### src/rtl/egress_rr_scheduler.sv
// Round-robin egress scheduler: grants whole frames from N_PORTS FWFT frame queues
// onto a byte-wide GMII-style TX interface, with inter-frame gap, pause and oversize abort.
module egress_rr_scheduler #(
  parameter int N_PORTS    = 3,
  parameter int IFG_CYCLES = 12,
  parameter int MAX_FRAME  = 1526
) (
  input  logic                   clk,
  input  logic                   rst_n,
  input  logic [N_PORTS-1:0]     req,
  input  logic [8*N_PORTS-1:0]   rd_data,
  input  logic [N_PORTS-1:0]     rd_last,
  input  logic [N_PORTS-1:0]     rd_err,
  output logic [N_PORTS-1:0]     rd_en,
  input  logic                   pause_req,
  output logic                   tx_dv,
  output logic                   tx_er,
  output logic [7:0]             tx_data,
  output logic [2:0]             grant_id,
  output logic                   tx_busy,
  output logic [15:0]            frames_sent,
  output logic [15:0]            err_cnt
);

  localparam int IW = (IFG_CYCLES > 1) ? $clog2(IFG_CYCLES) : 1;
  localparam int BW = $clog2(MAX_FRAME + 1);

  localparam logic [1:0] IDLE  = 2'd0;
  localparam logic [1:0] SEND  = 2'd1;
  localparam logic [1:0] DRAIN = 2'd2;
  localparam logic [1:0] IFG   = 2'd3;

  logic [1:0]    state;
  logic [IW-1:0] ifg_cnt;
  logic [BW-1:0] byte_cnt;

  logic [7:0]    sel_data;
  logic          sel_last;
  logic          sel_err;
  logic [2:0]    winner;
  logic          found;
  logic          arb_point;
  logic          start;

  always_comb begin
    sel_data = '0;
    sel_last = 1'b0;
    sel_err  = 1'b0;
    for (int i = 0; i < N_PORTS; i++) begin
      if (grant_id == 3'(i)) begin
        sel_data = rd_data[8*i +: 8];
        sel_last = rd_last[i];
        sel_err  = rd_err[i];
      end
    end
  end

  always_comb begin
    rd_en = '0;
    if (state == SEND || state == DRAIN) begin
      for (int i = 0; i < N_PORTS; i++) begin
        if (grant_id == 3'(i)) rd_en[i] = 1'b1;
      end
    end
  end

  // Search starts one past the last grant so every requester gets a turn.
  always_comb begin : arb
    int idx;
    idx    = 0;
    found  = 1'b0;
    winner = grant_id;
    for (int k = 1; k <= N_PORTS; k++) begin
      idx = int'(grant_id) + k;
      if (idx >= N_PORTS) idx = idx - N_PORTS;
      if (!found && req[idx]) begin
        found  = 1'b1;
        winner = 3'(idx);
      end
    end
  end

  assign arb_point = (state == IDLE) || (state == IFG && ifg_cnt == '0);
  assign start     = arb_point && !pause_req && found;
  assign tx_busy   = (state != IDLE);

  always_ff @(posedge clk or negedge rst_n) begin
    if (!rst_n) begin
      state       <= IDLE;
      tx_dv       <= 1'b0;
      tx_er       <= 1'b0;
      tx_data     <= '0;
      grant_id    <= 3'(N_PORTS - 1);
      frames_sent <= '0;
      err_cnt     <= '0;
      byte_cnt    <= '0;
      ifg_cnt     <= '0;
    end else begin
      tx_dv   <= 1'b0;
      tx_er   <= 1'b0;
      tx_data <= '0;
      case (state)
        SEND: begin
          tx_dv    <= 1'b1;
          tx_data  <= sel_data;
          tx_er    <= sel_err;
          byte_cnt <= byte_cnt + BW'(1);
          if (sel_last) begin
            state       <= IFG;
            ifg_cnt     <= IW'(IFG_CYCLES - 1);
            frames_sent <= frames_sent + 16'd1;
          end else if (byte_cnt == BW'(MAX_FRAME - 1)) begin
            // Oversize: flag the final forwarded byte, then silently pop the rest.
            tx_er   <= 1'b1;
            err_cnt <= err_cnt + 16'd1;
            state   <= DRAIN;
          end
        end
        DRAIN: begin
          if (sel_last) begin
            state   <= IFG;
            ifg_cnt <= IW'(IFG_CYCLES - 1);
          end
        end
        IFG: begin
          if (ifg_cnt != '0) ifg_cnt <= ifg_cnt - IW'(1);
        end
        default: ;
      endcase
      if (start) begin
        grant_id <= winner;
        byte_cnt <= '0;
        state    <= SEND;
      end else if (arb_point) begin
        state <= IDLE;
      end
    end
  end

endmodule

### config.mk
export PLATFORM = sky130hd
export DESIGN_NAME = egress_rr_scheduler
export DESIGN_NICKNAME = d
export VERILOG_FILES = /design/src/rtl/egress_rr_scheduler.sv
export SDC_FILE = /design/constraint.sdc
export NUM_CORES = 1
export LEC_CHECK = 0
export ABC_AREA = 1
export BUFFER_PORTS_ARGS = -buffer_cell sky130_fd_sc_hd__buf_2
export CORE_MARGIN = 3
export CORE_UTILIZATION = 40
export CTS_BUF_LIST = sky130_fd_sc_hd__clkbuf_4
export DETAILED_ROUTE_END_ITERATION = 10
export GPL_TIMING_DRIVEN = 0
export PLACE_DENSITY_LB_ADDON = 0.12
export SYNTH_ARGS = -nofsm -noshare
export SYNTH_HDL_FRONTEND = slang
export SYNTH_SLANG_ARGS = --single-unit
### constraint.sdc
create_clock -name clk -period 2.8 [get_ports clk]
set_clock_uncertainty 0.05 [all_clocks]
set_input_delay 0.56 -clock clk [delete_from_list [all_inputs] [get_ports clk]]
set_output_delay 0.56 -clock clk [all_outputs]
set_load 0.005 [all_outputs]
==> results of run 1 <==
## kinds of logic (layout without fill, tap and decap cells)
logic type,count (synthesis),in the layout
simple gates,242,242
buf+inv,63,166
flops,62,62
compound gates,48,48
xor+xnor,35,35
fa+ha+maj,18,18
mux,1,1
## layout by cell type, fill, tap and decap left out, types with 12 or more instances in the layout
| cell | count |
|---|---|
| sky130_fd_sc_hd__xnor2_1 | 12 |
| sky130_fd_sc_hd__nand2_1 | 113 |
| sky130_fd_sc_hd__nand4_1 | 16 |
| sky130_fd_sc_hd__nand3_1 | 38 |
| sky130_fd_sc_hd__buf_2 | 83 |
| sky130_fd_sc_hd__dfrtp_1 | 60 |
| sky130_fd_sc_hd__inv_1 | 56 |
| sky130_fd_sc_hd__ha_1 | 18 |
| sky130_fd_sc_hd__nor2_1 | 47 |
| sky130_fd_sc_hd__o21ai_0 | 28 |
| sky130_fd_sc_hd__xor2_1 | 23 |
## worst reg2reg max path, cell delays in order (launching register included)
cell,delay [ps]
sky130_fd_sc_hd__dfstp_2,610
sky130_fd_sc_hd__inv_1,130
sky130_fd_sc_hd__ha_1,350
sky130_fd_sc_hd__inv_1,130
sky130_fd_sc_hd__nor2_1,80
sky130_fd_sc_hd__nor2_2,170
sky130_fd_sc_hd__nand2_1,130
sky130_fd_sc_hd__inv_1,100
sky130_fd_sc_hd__nand2_1,60
sky130_fd_sc_hd__nand3_1,160
sky130_fd_sc_hd__nand3_1,150
sky130_fd_sc_hd__nand2_4,150
sky130_fd_sc_hd__clkinv_4,110
sky130_fd_sc_hd__nand3_1,90
sky130_fd_sc_hd__nand2_1,50
## power by group through the flow
| stage | Sequential (uW) | Clock, uW | Combinational [uW] |
|---|---|---|---|
| after detailed placement | 1300 | 0 | 1930 |
| final | 1290 | 792 | 1960 |
| after global routing | 1320 | 843 | 2250 |
| after floorplan | 1270 | 0 | 1410 |
| after global placement | 1300 | 0 | 1890 |
| after CTS | 1290 | 810 | 1930 |
## cell type report
class	instances	area (um^2)	area share, %
Clock inverter	7	113	2.52
Clock buffer	9	67.6	1.51
Tap cell	108	135	3.02
Sequential cell	62	1550	34.8
Inverter	58	223	4.98
Multi-Input combinational cell	344	1900	42.6
Timing Repair Buffer	88	453	10.1
Buffer	4	20.0	0.448
## sequential cells by signal, summed over array words and instances, names as in the netlist
signal,cells
tx_er,1
ifg_cnt,4
grant_id,3
frames_sent,16
tx_dv,1
err_cnt,16
state,2
tx_data,8
byte_cnt,11
## worst paths after layout
path                                        startpoint                     endpoint  slack, ps  depth (start not counted)
setup / recovery               grant_id[1]$_DFFE_PN1P_      grant_id[0]$_DFFE_PN0P_        180                         14
hold / removal                                   rst_n  frames_sent[12]$_DFFE_PN0P_        170                          1
setup reg to reg               grant_id[1]$_DFFE_PN1P_      grant_id[0]$_DFFE_PN0P_        180                         14
hold reg to reg            frames_sent[12]$_DFFE_PN0P_  frames_sent[12]$_DFFE_PN0P_        450                          1
max in group asynchronous                        rst_n      grant_id[0]$_DFFE_PN0P_       1960                          1
min in group clk                            rd_data[1]         tx_data[1]$_DFF_PN0_        340                          3
## metrics by stage
| step | TNS, ps | std cells | power, uW |
|---|---|---|---|
| after floorplan | 0 | 469 | 2680 |
| after global placement | 0 | 661 | 3190 |
| after detailed placement | 0 | 661 | 3230 |
| after CTS | 0 | 677 | 4030 |
| after global routing | -15.5 | 680 | 4420 |
| final | 0 | 680 | 4040 |
## cells in the mapped netlist, drive strengths merged
cell,n,area [um^2]
a21oi,6,30.0
a22oi,2,15.0
a31oi,8,50.1
buf,1,7.51
clkbuf,4,15.0
dfrtp,61,1530
dfstp,1,26.3
ha,18,225
inv,58,220
mux2,1,11.3
nand2,114,430
nand3,38,190
nand3b,2,15.0
nand4,16,100
nor2,51,209
nor3,12,71.3
nor3b,3,27.5
nor4,5,31.3
o211a,1,10.0
o21a,1,7.51
o21ai,30,154
or3,1,6.26
xnor2,12,105
xor2,23,201
## layer usage
layer / global-route usage [%] / vias up
met4: 6.46 / 0
li1: - / 1737
met5: 0 / -
met1: 21.0 / 1561
met3: 2.53 / 13
met2: 29.7 / 67
## timing repair
| item | CTS | global route |
|---|---|---|
| setup buffers | 0 | 4 |
| setup endpoints to repair | 1 | 11 |
| endpoints found under the hold margin | 0 | 0 |
| resized for setup | 3 | 5 |
| cloned | 0 | 0 |
| pin swaps | 0 | 1 |
==> results.md, run 1 <==
* Status: complete, no violations
* Slowest library cell on the worst path: sky130_fd_sc_hd__dfstp_2
* Sequential fraction of the synthesis area at 42.1%
* Total of fill cells in the finished design at 876
* Number of max-cap violations at 0
* Data arrival at the endpoint of the critical path at 2860 ps
* Clock Latency Late Sink at 400 ps
* Clock Path Buffers at 2
* HPWL after DPL at 6.45 mm
* Average instance area after synthesis at 7.86 um^2
* Routed wire length on met2 at 4.13 mm
* Syn. warnings at 0
* Depth of the CTS H-tree at 3
* Detail Route met3 WL at 297 um
* Share of post-route cells with drive strength above 1 at 20.6%
* Hold Path Class: in -> async
* Post-route worst setup slack at 180 ps
* Hold slack final at 174 ps
* CP Class: reg -> reg
* Switching part of the total at 44.3%
* Sequential power share at 31.8%
* Post-layout minimum cycle time at 2620 ps
* Detailed-route DRC error count at 0
* Combinational fraction of design power at 48.6%
* Number of instances in the synthesized netlist at 469
* Avg WL per Cell at 12.6 um
* Worst-case headroom to the max-slew limit at 48.5%
* Number of input and output port buffers inserted at 84
* Initial Util at 41.7%
* Die height at 102 um
* Fin. Hold Viols at 0
* Synthesized-area fraction occupied by ao, oa, aoi and oai cells at 7.23%
* Total count of max-transition violations in the final report at 0
* Setup crit start kind: register
* CP bufs+invs at 4
* Count of distinct cell types in the synthesized netlist at 32
* Routed vias/inst at 4.97
* Growth of design area from synthesis to finish at 21.2%
* XOR/XNOR Fraction of Synth Area at 8.32%
* # diodes at 0
* Top delay family on crit path: simple AND/OR/NAND/NOR gates
* Area fraction in and, or, nand and nor cells after synthesis at 29.3%
* Adder-cell share of the synthesized area at 6.11%
* Multiplexer share of the synthesized area at 0.305%
* Total vias in the final route at 3378
* Highest cell delay on the worst timing path at 610 ps
* Critical path required time at 3040 ps
* Cell area after placement at 4240 um^2
* CTS root buf: sky130_fd_sc_hd__clkbuf_4
* Worst-path clk slew at 110 ps
* Antenna violations before repair at 0
* Final worst-path cycle share at 93.6%
* Number of buffers inserted by hold repair at cts at 0
* Maximum number of pins on one net before global-route repair at 63
* Highest layer used for signal routing: met4
* CP Capture Type: register
* Iter 0 DRT Violations at 141
* Main combinational cell family by area after synthesis: simple AND/OR/NAND/NOR gates
* Pre-antenna DRT Iters at 4
* Clock tree from TritonCTS: yes
* Area of the mapped netlist at 3690 um^2
* Total CTS buffers at 9
* Highest clock frequency the design can meet at 382 MHz
* Final Routed Wirelength at 8.54 mm
* Total global routing overflow at 0
* NetSw at 1790 uW
* Post-Syn Nets at 523
* Total routing usage reported by global routing at 17.0%
* Post-route antenna net violation count at 0
* Core area at 8850 um^2
* Cell internal power dissipation at 2250 uW
* Leakage dissipation at 0.00236 uW
* Number of clock sinks at 62
* Largest fanout on the critical path at 10
* Clock group share of total power at 19.6%
* Post-route cell area at 4470 um^2
* Power density over the cells at 904 nW/um^2
* Horizontal die dimension at 102 um
* Worst Max-Slew Pin Slew at 772 ps
* Post-placement worst setup slack at 65.7 ps
* Post-layout nets at 621
* First-pass GRT wire length at 14.4 mm
* Synth Register Bits at 62
* Layout Utilization at 50.5%
* Finish-stage setup viols at 0
* Row count at 34
* Crit path cell chain: inv_1 > ha_1 > inv_1 > nor2_1 > nor2_2 > nand2_1 > inv_1 > nand2_1 > nand3_1 > nand3_1 > nand2_4 > clkinv_4 > nand3_1 > nand2_1
* Ports at 85
* Vias in the first global route at 3272
* Routed length on met1 at 3.96 mm
* Final weighted congestion in routability-driven placement at 0.849
* Full die area at 10400 um^2
* Worst voltage drop across the vdd grid at 0.000499 V
Power figures use the tool's default switching activity.
==> inputs of run 2 (changes only) <==
--- a/config.mk
+++ b/config.mk
@@ -5,7 +5,7 @@
 export SDC_FILE = /design/constraint.sdc
 export NUM_CORES = 1
 export LEC_CHECK = 0
-export ABC_AREA = 1
+export ABC_AREA = 0
 export BUFFER_PORTS_ARGS = -buffer_cell sky130_fd_sc_hd__buf_2
 export CORE_MARGIN = 3
 export CORE_UTILIZATION = 40
==> run 2 against run 1 <==
Register-to-register slack got worse by 70 ps. Combinational power increased by 4%. Non-clock buffer count is 12 higher. Fmax shrank 2.5%. Sequential share of layout area is 0.94 points higher. Clock power decreased by 31%. First-iteration DRC count down 12%. Final area down 2.7%. Setup slack worse by 67 ps.
==> results.md, run 2 <==
* Number of clock sinks at 62
* Final weighted congestion in routability-driven placement at 0.893
* Biggest area consumer among synthesized cells: sky130_fd_sc_hd__dfrtp_1
* Iter 0 DRT Violations at 124
* Number of instances in the synthesized netlist at 366
* Most common cell in the synthesized netlist: sky130_fd_sc_hd__dfrtp_1
* Leakage dissipation at 0.00218 uW
* Avg WL per Cell at 14.0 um
* Clock Path Buffers at 2
* Area of the mapped netlist at 3530 um^2
* Worst-path clk slew at 110 ps
* Ports at 85
* Post-layout nets at 524
* Post-layout minimum cycle time at 2690 ps
* Most frequent cells in the layout: sky130_fd_sc_hd__buf_2 (84), sky130_fd_sc_hd__dfrtp_1 (61), sky130_fd_sc_hd__nor2_1 (51), sky130_fd_sc_hd__nand2_1 (27), sky130_fd_sc_hd__xnor2_1 (25)
* Routed vias/inst at 5.11
* Number of flops mapped to enable cells by yosys at 0
* Clock Latency Late Sink at 410 ps
* Worst-case headroom to the max-slew limit at 47.8%
* Hold Path Class: in -> async
* Dominant synthesized flop cell: sky130_fd_sc_hd__dfrtp_1
* Full die area at 9980 um^2
* Final worst-path cycle share at 96.0%
* CP Class: reg -> reg
* Commonest non-fill, non-tap cell in the layout: sky130_fd_sc_hd__buf_2
* CP Capture Type: register
* Most frequent cells after synthesis: sky130_fd_sc_hd__dfrtp_1 (61), sky130_fd_sc_hd__nor2_1 (51), sky130_fd_sc_hd__nand2_1 (27)
* Largest regs: err_cnt: 16 flops, frames_sent: 16 flops, byte_cnt: 11 flops
* Die height at 99.9 um
* Finish-stage setup viols at 0
* Number of max-cap violations at 0
* Total global routing overflow at 0
* Final Routed Wirelength at 8.14 mm
* Vias in the first global route at 2836
* Worst Max-Slew Pin Slew at 782 ps
* Number of input and output port buffers inserted at 84
* Total power at 3740 uW
* Fraction of synthesized cell area taken by the top area cell type at 43.3%
* Antenna violations before repair at 0
* Synth Register Bits at 62
* Cell area after placement at 4080 um^2
* Maximum number of pins on one net before global-route repair at 63
* Initial Util at 42.1%
* Post-route antenna net violation count at 0
* Sequential fraction of the synthesis area at 44.0%
* Cells on worst reg2reg path at 11
* Top cells by area, synth: sky130_fd_sc_hd__dfrtp_1 (43%), sky130_fd_sc_hd__ha_1 (6.4%), sky130_fd_sc_hd__xnor2_1 (6.2%)
* Total count of max-transition violations in the final report at 0
* Share of post-route cells with drive strength above 1 at 29.5%
* Post-Syn Nets at 420
* Average instance area after synthesis at 9.63 um^2
* Core area at 8380 um^2
* First-pass GRT wire length at 13.5 mm
* Clock tree from TritonCTS: yes
* Growth of design area from synthesis to finish at 23.3%
* Total vias in the final route at 2966
* Critical path required time at 3040 ps
* Fin. Hold Viols at 0
* Non-filler instance count after layout at 580
* Power density over the cells at 860 nW/um^2
* Horizontal die dimension at 99.9 um
* Row count at 33
* Post-route cell area at 4350 um^2
* Number of cells after detailed placement at 555
* Largest fanout on the critical path at 10
* # diodes at 0
* Detailed-route DRC error count at 0
* CTS root buf: sky130_fd_sc_hd__clkbuf_4
* Layout Utilization at 51.9%
* Total routing usage reported by global routing at 16.8%
* Async S/R FF share, synth at 100%
* Pre-antenna DRT Iters at 4
* Data arrival at the endpoint of the critical path at 2930 ps
* Worst voltage drop across the vdd grid at 0.000519 V
* HPWL after DPL at 5.91 mm
* Final TNS setup at 0 ps
* Syn. warnings at 0
* Depth of the CTS H-tree at 3
* Count of distinct cell types in the synthesized netlist at 53
* Setup crit start kind: register
* Status: complete, no violations
* Highest clock frequency the design can meet at 372 MHz
* Total CTS buffers at 9
-- run 2: power by group --
| part | internal (uW) | switching [uW] | total [uW] |
|---|---|---|---|
| sequential | 1040 | 124 | 1170 |
| combinational | 911 | 1120 | 2030 |
| clock | 204 | 341 | 545 |
-- run 2: final timing paths --
kind,start,end,slack [ps]
setup / recovery,grant_id[0]$_DFFE_PN0P_,byte_cnt[6]$_DFFE_PN0P_,110
hold / removal,rst_n,tx_data[3]$_DFF_PN0_,160
setup reg to reg,grant_id[0]$_DFFE_PN0P_,byte_cnt[6]$_DFFE_PN0P_,110
hold reg to reg,err_cnt[15]$_DFFE_PN0P_,err_cnt[15]$_DFFE_PN0P_,420
max in group asynchronous,rst_n,ifg_cnt[2]$_DFFE_PN0P_,2010
min in group clk,rd_data[22],tx_data[6]$_DFF_PN0_,340
-- run 2: final cells by class --
cell class                 count  area (um^2)
clock inverter                 5         36.3
timing repair buffer          93          488
multi-input combinational    274         1900
inverter                      19         75.1
clock buffer                  11         82.6
tap                          105          131
sequential                    62         1550
buffer                        11         86.3
fill                         819         4030
-- run 2: timing repair --
action,4_1_cts,5_1_grt
setup endpoints to repair,16,34
setup buffers,1,7
cloned,0,1
hold buffers,0,0
gates resized for setup,2,15
pin swaps,0,5
-- run 2: cell families (layout without fill, tap and decap cells) --
| logic type | Yosys count | after routing | share of synthesized area [%] |
|---|---|---|---|
| AND/OR/NAND/NOR | 147 | 147 | 20.3 |
| AO/OA/AOI/OAI | 57 | 57 | 11.5 |
| adder cells (fa/ha/maj) | 18 | 18 | 6.39 |
| multiplexers | 10 | 10 | 2.91 |
| flip-flops | 62 | 62 | 44.0 |
| XOR/XNOR | 42 | 42 | 10.4 |
| buffers and inverters | 30 | 139 | 4.40 |
-- run 2: metrics by stage --
| stage | hold slack [ps] | worst slack (ps) |
|---|---|---|
| final | 163 | 113 |
| after global routing | 210 | -1.71 |
| after CTS | 186 | 0.621 |
| after detailed placement | 405 | -62.0 |
| after global placement | 401 | -41.4 |
| after floorplan | 214 | 223 |
-- run 2: critical path: stages, from the launching register on --
cell and delay [ps]:
sky130_fd_sc_hd__dfrtp_1 400, sky130_fd_sc_hd__buf_8 120, sky130_fd_sc_hd__buf_6 130, sky130_fd_sc_hd__clkinvlp_4 180, sky130_fd_sc_hd__ha_4 230, sky130_fd_sc_hd__or3_1 390, sky130_fd_sc_hd__mux2i_1 130, sky130_fd_sc_hd__a311o_1 290
sky130_fd_sc_hd__buf_6 150, sky130_fd_sc_hd__a21oi_4 230, sky130_fd_sc_hd__buf_2 210, sky130_fd_sc_hd__nor2_1 60
-- run 2: routing by layer --
metal | vias up | track usage [%] | wire (um)
met3 | 8 | 4.31 | 266
met2 | 48 | 27.1 | 3980
met5 | - | 0 | 0
met4 | 0 | 4.73 | 82
li1 | 1481 | - | -
met1 | 1429 | 22.3 | 3810
==> inputs of run 3 (changes only) <==
--- a/config.mk
+++ b/config.mk
@@ -7,6 +7,8 @@
 export LEC_CHECK = 0
 export ABC_AREA = 0
 export BUFFER_PORTS_ARGS = -buffer_cell sky130_fd_sc_hd__buf_2
+export CELL_PAD_IN_SITES_DETAIL_PLACEMENT = 1
+export CELL_PAD_IN_SITES_GLOBAL_PLACEMENT = 1
 export CORE_MARGIN = 3
 export CORE_UTILIZATION = 40
 export CTS_BUF_LIST = sky130_fd_sc_hd__clkbuf_4
==> run 3 against run 2 <==
Routed wire length is 8.4% higher. Largest cell class unchanged. Total power is 3.4% higher. Count of clock-buffer cells in the layout is 2 lower. Clock power is 16% higher. Largest power group unchanged.
==> results.md, run 3 (synthesis results as in run 2) <==
* Status: complete, no violations
* Crit path cell chain: buf_8 > buf_8 > clkinvlp_4 > ha_4 > or3_4 > mux2i_1 > a311o_1 > buf_6 > a21oi_4 > buf_6 > nor2_1
* Detailed-route DRC error count at 0
* Vias in the first global route at 3108
* Post-route cell area at 4370 um^2
* Total count of max-transition violations in the final report at 0
* Number of input and output port buffers inserted at 84
* Start of the worst register-to-register path: grant_id[0]$_DFFE_PN0P_
* Number of clock sinks at 62
* Clock tree from TritonCTS: yes
* Final Routed Wirelength at 8.82 mm
* Post-placement worst setup slack at -111 ps
* Post-route antenna net violation count at 0
* Core area at 8380 um^2
* Post-layout nets at 524
* Iter 0 DRT Violations at 55
* Total of fill cells in the finished design at 1017
* CP bufs+invs at 5
* Leakage dissipation at 0.00218 uW
* Fin. Hold Viols at 0
* Slowest library cell on the worst path: sky130_fd_sc_hd__dfrtp_1
* Horizontal die dimension at 99.9 um
* Avg WL per Cell at 15.2 um
* Total CTS buffers at 9
* Initial Util at 42.1%
* Full die area at 9980 um^2
* Final weighted congestion in routability-driven placement at 0.839
* Instance count on the critical path at 11
* Worst Max-Slew Pin Slew at 807 ps
* Hold slack final at 157 ps
* CP Class: reg -> reg
* Highest cell delay on the worst timing path at 420 ps
* Ports at 85
* Largest fanout on the critical path at 10
* Total vias in the final route at 2995
* Number of max-cap violations at 0
* Setup crit start kind: register
* Post-layout minimum cycle time at 2710 ps
* Final worst-path cycle share at 97.0%
* Largest regs: err_cnt: 16 flops, frames_sent: 16 flops, byte_cnt: 11 flops
* Finish-stage setup viols at 0
* Routed vias/inst at 5.15
* Die height at 99.9 um
* Capturing point of the worst reg2reg path: byte_cnt[9]$_DFFE_PN0P_
* Row count at 33
* Clock Latency Late Sink at 400 ps
* CTS root buf: sky130_fd_sc_hd__clkbuf_4
* HPWL after DPL at 6.58 mm
* Power density over the cells at 885 nW/um^2
* Growth of design area from synthesis to finish at 24.0%
* Hold Path Class: in -> async
* Top delay family on crit path: buffers and inverters
* Clock Path Buffers at 2
* Share of post-route cells with drive strength above 1 at 28.4%
* Maximum number of pins on one net before global-route repair at 63
* Worst voltage drop across the vdd grid at 0.000573 V
* First-pass GRT wire length at 14.8 mm
* Worst-path clk slew at 110 ps
* Cell area after placement at 4080 um^2
* Total global routing overflow at 0
* Commonest non-fill, non-tap cell in the layout: sky130_fd_sc_hd__buf_2
* Most frequent cells in the layout: sky130_fd_sc_hd__buf_2 (83), sky130_fd_sc_hd__dfrtp_1 (61), sky130_fd_sc_hd__nor2_1 (51), sky130_fd_sc_hd__nand2_1 (27), sky130_fd_sc_hd__xnor2_1 (25)
* Antenna violations before repair at 1
* Worst-case headroom to the max-slew limit at 46.2%
* Data arrival at the endpoint of the critical path at 2960 ps
* Worst R2R Setup Slack at 90 ps
* Total routing usage reported by global routing at 18.4%
* Depth of the CTS H-tree at 3
* CP Capture Type: register
* Pre-antenna DRT Iters at 4
* Critical path required time at 3040 ps
* Post-route worst setup slack at 85.2 ps
* Cells on worst reg2reg path at 11
* Highest clock frequency the design can meet at 368 MHz
run 3: repair_timing:
item,4_1_cts,5_1_grt
gates cloned,0,1
pin swaps,0,3
hold buffers,0,0
setup endpoints to repair,20,26
gates resized for setup,5,12
setup buffers,1,7
run 3: where the power goes:
part,internal [uW],switching (uW)
Clock,276,357
Combinational,929,1140
Sequential,1040,124
run 3: metal layers:
layer  global-route usage (%)  vias to the layer above  share of wire (%)  wire length, um
li1                         -                     1474                  -                -
met1                     23.4                     1469                 44             3910
met2                     31.0                       42                 51             4520
met3                     4.10                       10                2.9              259
met4                     5.99                        0                1.5              136
met5                        0                        -                  0                0
run 3: area by class of cell:
cell class	instances	area, um^2	share of cell area [%]
clock buffers	9	67.6	1.55
diodes	1	2.50	0.0573
inverters	19	75.1	1.72
plain buffers	11	90.1	2.06
clock inverters	7	71.3	1.63
repair buffers	93	494	11.3
well taps	105	131	3.01
flip-flops and latches	62	1550	35.5
multi-input cells	274	1890	43.1
run 3: how the worst max path moves through the flow:
stage                                 start                      end  slack [ps]
floorplan           grant_id[0]$_DFFE_PN0P_  byte_cnt[3]$_DFFE_PN0P_         220
global placement    grant_id[0]$_DFFE_PN0P_  byte_cnt[9]$_DFFE_PN0P_         -40
detailed placement  grant_id[0]$_DFFE_PN0P_  err_cnt[10]$_DFFE_PN0P_        -110
CTS                 grant_id[0]$_DFFE_PN0P_  grant_id[1]$_DFFE_PN1P_          20
global route        grant_id[0]$_DFFE_PN0P_  byte_cnt[2]$_DFFE_PN0P_         -20
finish              grant_id[0]$_DFFE_PN0P_  byte_cnt[9]$_DFFE_PN0P_          90
run 3: metrics by stage:
step	TNS, ps	total power [uW]	utilization [%]	std cells
global placement	-411	3010	48.6	555
CTS	0	3760	50.7	572
floorplan	0	2530	-	366
detailed placement	-1300	3060	48.7	555
finish	0	3870	52.1	581
global route	-109	4210	52.1	581
